`src/rtl/noc_outport_switch.sv`:
```
// noc_outport_switch: registered N-to-1 output-port switch for the NoC router.
// Arbitrates among NIN input channels, holds a wormhole lock from head to tail
// so packets never interleave, and drives one registered valid/ready output.
// Optional feature macro: OSW_ROUND_ROBIN_EN selects round-robin arbitration;
// when undefined the lowest-index eligible input wins (fixed priority).
module noc_outport_switch #(
    parameter int NIN = 6,
    parameter int DW  = 40
) (
    input  logic              clk,
    input  logic              rst_n,
    input  logic              en,
    input  logic [NIN*DW-1:0] in_data,
    input  logic [NIN-1:0]    in_valid,
    output logic [NIN-1:0]    in_ready,
    output logic [DW-1:0]     out_data,
    output logic              out_valid,
    input  logic              out_ready,
    output logic [NIN-1:0]    grant,
    output logic              locked
);
    localparam int         IW      = $clog2(NIN);
    localparam logic [1:0] FT_HEAD = 2'b10;
    localparam logic [1:0] FT_TAIL = 2'b01;

    typedef enum logic {ST_UNLOCKED, ST_LOCKED} state_t;

    state_t          state, state_next;
    logic [IW-1:0]   owner, owner_next;
    logic [NIN-1:0]  eligible;
    logic            win_found;
    logic [IW-1:0]   win_idx;
    logic [DW-1:0]   win_flit;
    logic [1:0]      win_type;
    logic            space;
    logic            accept;

    assign space    = !out_valid | out_ready;
    assign locked   = (state == ST_LOCKED);
    assign win_flit = in_data[int'(win_idx)*DW +: DW];
    assign win_type = win_flit[DW-1:DW-2];
    // Nothing is taken while reset is held, even though the slot looks free.
    assign accept   = rst_n & en & space & win_found;

    // Unlocked: any valid head/single may compete; locked: only the owner may send.
    always_comb begin
        eligible = '0;
        for (int i = 0; i < NIN; i++) begin
            if (locked)
                eligible[i] = in_valid[i] & (int'(owner) == i);
            else
                eligible[i] = in_valid[i] & in_data[i*DW + DW - 1];
        end
    end

`ifdef OSW_ROUND_ROBIN_EN
    logic [IW-1:0] ptr;

    // Round-robin search starting at ptr, wrapping NIN-1 -> 0.
    always_comb begin
        win_found = 1'b0;
        win_idx   = '0;
        for (int k = 0; k < NIN; k++) begin
            if (!win_found && eligible[(int'(ptr) + k) % NIN]) begin
                win_found = 1'b1;
                win_idx   = IW'((int'(ptr) + k) % NIN);
            end
        end
    end

    // Pointer moves just past the winner of every head or single accept.
    always_ff @(posedge clk or negedge rst_n) begin
        if (!rst_n)
            ptr <= '0;
        else if (accept && win_type[1])
            ptr <= (int'(win_idx) == NIN - 1) ? '0 : win_idx + 1'b1;
    end
`else
    // Fixed priority: scanning downward leaves the lowest eligible index as winner.
    always_comb begin
        win_found = 1'b0;
        win_idx   = '0;
        for (int k = NIN - 1; k >= 0; k--) begin
            if (eligible[k]) begin
                win_found = 1'b1;
                win_idx   = IW'(k);
            end
        end
    end
`endif

    // Handshake and ownership outputs decoded from the winner and the lock owner.
    always_comb begin
        in_ready = '0;
        grant    = '0;
        for (int i = 0; i < NIN; i++) begin
            in_ready[i] = accept & (int'(win_idx) == i);
            grant[i]    = locked & (int'(owner) == i);
        end
    end

    // Lock state and owner register.
    always_ff @(posedge clk or negedge rst_n) begin
        if (!rst_n) begin
            state <= ST_UNLOCKED;
            owner <= '0;
        end else begin
            state <= state_next;
            owner <= owner_next;
        end
    end

    // Head locks to the winner, tail from the owner releases; singles leave the lock alone.
    always_comb begin
        state_next = state;
        owner_next = owner;
        if (accept) begin
            unique case (state)
                ST_UNLOCKED: begin
                    if (win_type == FT_HEAD) begin
                        state_next = ST_LOCKED;
                        owner_next = win_idx;
                    end
                end
                ST_LOCKED: begin
                    if (win_type == FT_TAIL)
                        state_next = ST_UNLOCKED;
                end
            endcase
        end
    end

    // Output register: load on accept, retire on out_ready, data holds when idle.
    always_ff @(posedge clk or negedge rst_n) begin
        if (!rst_n) begin
            out_valid <= 1'b0;
            out_data  <= '0;
        end else if (accept) begin
            out_valid <= 1'b1;
            out_data  <= win_flit;
        end else if (out_ready) begin
            out_valid <= 1'b0;
        end
    end

endmodule

```
`config.mk`:
```
export PLATFORM = sky130hd
export DESIGN_NAME = noc_outport_switch
export DESIGN_NICKNAME = d
export VERILOG_FILES = /design/src/rtl/noc_outport_switch.sv
export SDC_FILE = /design/constraint.sdc
export NUM_CORES = 1
export LEC_CHECK = 0
export BUFFER_PORTS_ARGS = -buffer_cell sky130_fd_sc_hd__buf_2
export CAP_MARGIN = 5
export CORE_AREA = 2 2 116 118
export DETAILED_ROUTE_END_ITERATION = 10
export DIE_AREA = 0 0 118 120
export HOLD_SLACK_MARGIN = 0.1
export PLACE_DENSITY = 0.65
export SLEW_MARGIN = 20
export SYNTH_ARGS = -nofsm -noshare
export SYNTH_HDL_FRONTEND = slang
export SYNTH_SLANG_ARGS = --single-unit
```
`constraint.sdc`:
```
create_clock -name clk -period 4.6 [get_ports clk]
set_input_delay 1.15 -clock clk [delete_from_list [all_inputs] [get_ports clk]]
set_output_delay 1.15 -clock clk [all_outputs]
set_load 0.005 [all_outputs]
```
* Word level (Yosys, flattened, before mapping)
Index checks and enable logic that the tools add are counted. W data, S select, Z words.
Storage, ports and cells: ROM bits 0, input bits 250, word-level logic and storage cells 75, latch bits 0, RAM bits 0, bits in registers 45, output and inout port bits 54, memories kept 0
Cells by class: $add $sub $neg 0, reductions and logical operators 5, order comparisons 0, multiplexer cells 23, bitwise operators 29, equal/unequal tests 12, shift-type cells 1, divide/modulo/power cells 0, $mul 1
Operators with widths (number):
- $shiftx A240 B10 Y40 | 1
- $and A1 B1 Y1 | 27
- $eq A3 B3 Y1 const B | 8
- $mux W3 | 6
- $mux W1 | 16
- $eq A3 B2 Y1 const B | 2
- $logic_not A3 Y1 | 2
- $mul A3 B3 Y6 const B | 1
- $reduce_and A3 Y1 | 1
- $eq A2 B1 Y1 const B | 1
- $eq A2 B2 Y1 const B | 1
- $pmux W1 S2 | 1
- $reduce_bool A2 Y1 | 1
- $logic_not A1 Y1 | 1
- $not A1 Y1 | 1
- $or A1 B1 Y1 | 1

* Logic depth before layout (Yosys ltp)
depth in word-level cells 14, mapped depth 11, gate-level depth less buffers 8

* Least setup slack after synthesis
No wires, ideal clock.
path kind in2out, from input port in_data[119], to output port in_ready[5], setup slack 0.553 ns, arrival 2.897 ns, data required time 3.450 ns, buffers on the path 2, stages 8, cell sequence nor2b_1 -> o21a_1 -> nor2_1 -> nand2_1 -> a21oi_1 -> clkbuf_1 -> clkbuf_1 -> nor3b_1
On the way: longest elaborated chain between the ends 7, elaborated cells between the ends (all ways) 11, those cells by class eq/ne: 1; mux: 7; bitwise: 3
Ends and longest elaborated chain:
- start, declared | RTL line 13 | input logic [NIN*DW-1:0] in_data,
- $and A1 B1 Y1 (*) | RTL line 52 | eligible[i] = in_valid[i] & in_data[i*DW + DW - 1];
- $mux W1 (*) | RTL line 49 | if (locked)
- $mux W3 / $mux W1 (equally long branches) (3 in a row) | RTL line 84 | if (eligible[k]) begin
- $eq A3 B3 Y1 / $and A1 B1 Y1 (equally long branches) | RTL line 97, 43
- $and A1 B1 Y1 (*) | RTL line 97 | in_ready[i] = accept & (int'(win_idx) == i);
- end, declared | RTL line 15 | output logic [NIN-1:0] in_ready,
Mark *: on every way between the ends. The rest lies on a longest branch, timed or not.

* Worst setup path after layout
from input port in_data[39], to output port in_ready[4]
On the way: longest elaborated chain between the ends 5, elaborated cells between the ends (all ways) 7, those cells by class eq/ne: 1; mux: 3; bitwise: 3
Ends and longest elaborated chain (RTL line):
- $and A1 B1 Y1 (*) | 52
- $mux W1 (*) | 49
- $mux W3 / $mux W1 (equally long branches) | 84
- $eq A3 B3 Y1 / $and A1 B1 Y1 (equally long branches) | 97, 43
- $and A1 B1 Y1 (*) | 97
Marked as above.

==> results.yml <==
setup_path:
  critPathCaptureType: "output port"
  critPathSlowestCell: "nor4_2"
  path_class: "input port to output port"
  cp.required_ps: 3450
  worstPathMaxFanout: 6
  crit_top_cell: "buf_2"
  crit_arrival_ps: 2760
  cpPeakStageDelay_ps: 510
  path_cells: "buf_2, nor2b_1, o21a_2, nor4_2, nand2_1, nor3b_1, buf_2"
  start_kind: "input port"
yosys:
  synthArstFlopShare_pct: 100
  yosys_warnings: 0
  synth-edff-count: 0
  ys_seq_area_share_pct: 33.9
  syn_nets: 607
  synthAdderAreaFrac_pct: 0
  synth.avg_cell_area_um2: 9.30
  ys_ff_latch: 45
  synth_area_um2: 3320
  synth_largest_area_cell: "dfrtp_1"
  muxShareOfSynthArea_pct: 2.49
  synth_top_family_by_area: "compound AO/OA/AOI/OAI gates"
  ys.flop_type: "dfrtp_1"
  synth_xor_area_share_pct: 0
  synth.distinct_cells: 39
  synth_top_area_share_pct: 33.9
  synth_compound_area_share_pct: 44.5
  synth-simple-area-share_pct: 13.6
  synthTopCellsByArea: "dfrtp_1 (34%), a221oi_1 (20%), a221o_1 (12%), o31ai_1 (8.6%), nand2_1 (5.5%)"
  synthCells: 357
cts:
  postCtsSetupBuffers: 0
  cts_buffer_depth: 2
  clk_latency_ps: 280
  path_clk_slew_ps: 60
  hold_buffers: 0
  cts-resized-gates: 0
  cts_tree: "built"
  clock_sinks: 45
  cts-root-buf: "clkbuf_16"
  cts_max_level: 2
  numCtsBuffers: 5
final_layout:
  nets: 884
  nFillCells: 1334
  final_common_cell: "buf_2"
  area_delta_synth_final_pct: 54.6
  final_cell_mix: "buf_2 (303), a221oi_1 (76), nand2_1 (49)"
  antennaDiodeCount: 0
  post-route-util_pct: 39.6
  drive_gt1_share_pct: 52.6
global_routing:
  grt_pass1_wl_um: 21900
  grt_max_degree: 78
  grt_pass1_vias: 4198
  antenna_found_initial: 0
  grt_remaining_overflow: 0
  track_usage_pct: 19.3
flow_run:
  max_cap_violations: 0
route:
  first_pass_iters: 5
  post_drt_wl_per_cell_um: 17.8
  drtAntennaViolNets: 0
  drt-initial-drc-count: 237
  totalWireLength_um: 14500
  drc: 0
  via_per_inst: 5.48
  vias: 4446
pwr:
  power_switching_uw: 1040
  netSwitchingFraction_pct: 42.6
  seq_power_share_pct: 28.1
  combPwrFrac_pct: 57.7
  ir_drop_uv: 167
  p_int_uw: 1400
  p_per_area_nw_per_um2: 475
  clkPwrFrac_pct: 14.2
  leakagePower_uw: 0.00259
die:
  die_w_um: 118
  die_area_um2: 14200
  initial_core_util_pct: 25.6
  io_pins: 304
  die_h_um: 120
  coreArea_um2: 13000
  rows: 42
timing:
  slew_violations: 0
  hold_violations: 0
  fin_crit_ps: 3910
  tightest_slew_ps: 797
  worst_slack_ps: 687
  fin_tns_setup_ps: 0
  relSlewSlack_pct: 46.9
  fin_skew_ps: 4.05
  rsz0062_at_grt: "false"
  fmaxAchievable_mhz: 256
  setup_violations: 0
  fin_crit_sh_pct: 85.1
min_path:
  hp-class: "flop to flop"
placement:
  port_buffers: 303
  gp_congestion: 0.826
  place_hpwl_um: 11200
  place_worst_setup_slack_ps: 682
status:
  outcome: "finished clean"
==> flip-flops by register name, indices dropped and copies added (netlist names) <==
register,flops
out_data,40
owner,3
locked,1
out_valid,1
==> stage by stage <==
step	std cells	cell area (µm²)	power, µW	hold slack (ps)
after floorplan	357	3320	1560	471
after global placement	803	5000	2080	459
after detailed placement	803	5000	2100	461
after CTS	811	5130	2460	476
after global routing	811	5130	2640	491
final	811	5130	2440	473
==> cell usage after synthesis (all sizes together) (4+ instances only) <==
cell	instances
a221oi	76
o21ai	9
a21oi	4
o21a	6
and2	4
dfrtp	45
nor2	6
a221o	39
o31ai	38
nor2b	7
mux2	6
buf	7
nand2	49
clkbuf	36
==> area by class of cell <==
type,instances,area [µm²],share of cell area [%]
sequential,45,1130,21.9
inverter,2,7.51,0.146
tap,176,220,4.29
timing repair buffer,313,1590,31.0
clock buffer,8,136,2.66
multi-input combinational,267,2050,40.0
==> routing by layer <==
| metal | vias up | GRT usage [%] | wire (µm) |
|---|---|---|---|
| li1 | 2073 | - | - |
| met1 | 2114 | 23.1 | 5770 |
| met3 | 11 | 3.37 | 1090 |
| met2 | 248 | 36.3 | 7420 |
| met4 | 0 | 3.92 | 183 |
| met5 | - | 0 | 0 |
==> worst paths after layout <==
path                            cells after the start                     start                       end  slack [ps]
worst max-delay path                                7               in_data[39]               in_ready[4]         690
worst min-delay path                                2  out_data[14]$_DFFE_PN0P_  out_data[14]$_DFFE_PN0P_         470
worst max register to register                      9        locked$_DFFE_PN0P_      owner[0]$_DFFE_PN0P_        1200
worst min register to register                      2  out_data[14]$_DFFE_PN0P_  out_data[14]$_DFFE_PN0P_         470
max in group asynchronous                           2                     rst_n   out_data[9]$_DFFE_PN0P_        3160
min in group asynchronous                           2                     rst_n  out_data[11]$_DFFE_PN0P_        1000
==> power groups by stage <==
| stage | combinational, µW | sequential [µW] | clock, µW |
|---|---|---|---|
| final | 1410 | 687 | 346 |
| after global routing | 1550 | 711 | 377 |
| after CTS | 1410 | 689 | 365 |
| after detailed placement | 1410 | 695 | 0 |
| after global placement | 1390 | 690 | 0 |
| after floorplan | 867 | 690 | 0 |
==> critical path: cells and delay by family <==
family                 cells  cell delay, ps
and+or+nand+nor            4            1070
buffers and inverters      2             270
AOI/OAI and AO/OA          1             270
==> cells by family after synthesis <==
logic type,count (synthesis)
AOI/OAI and AO/OA,175
buffers and inverters,45
muxes,6
and+or+nand+nor,86
DFF,45
No activity file was read; power rests on OpenSTA's default activity.
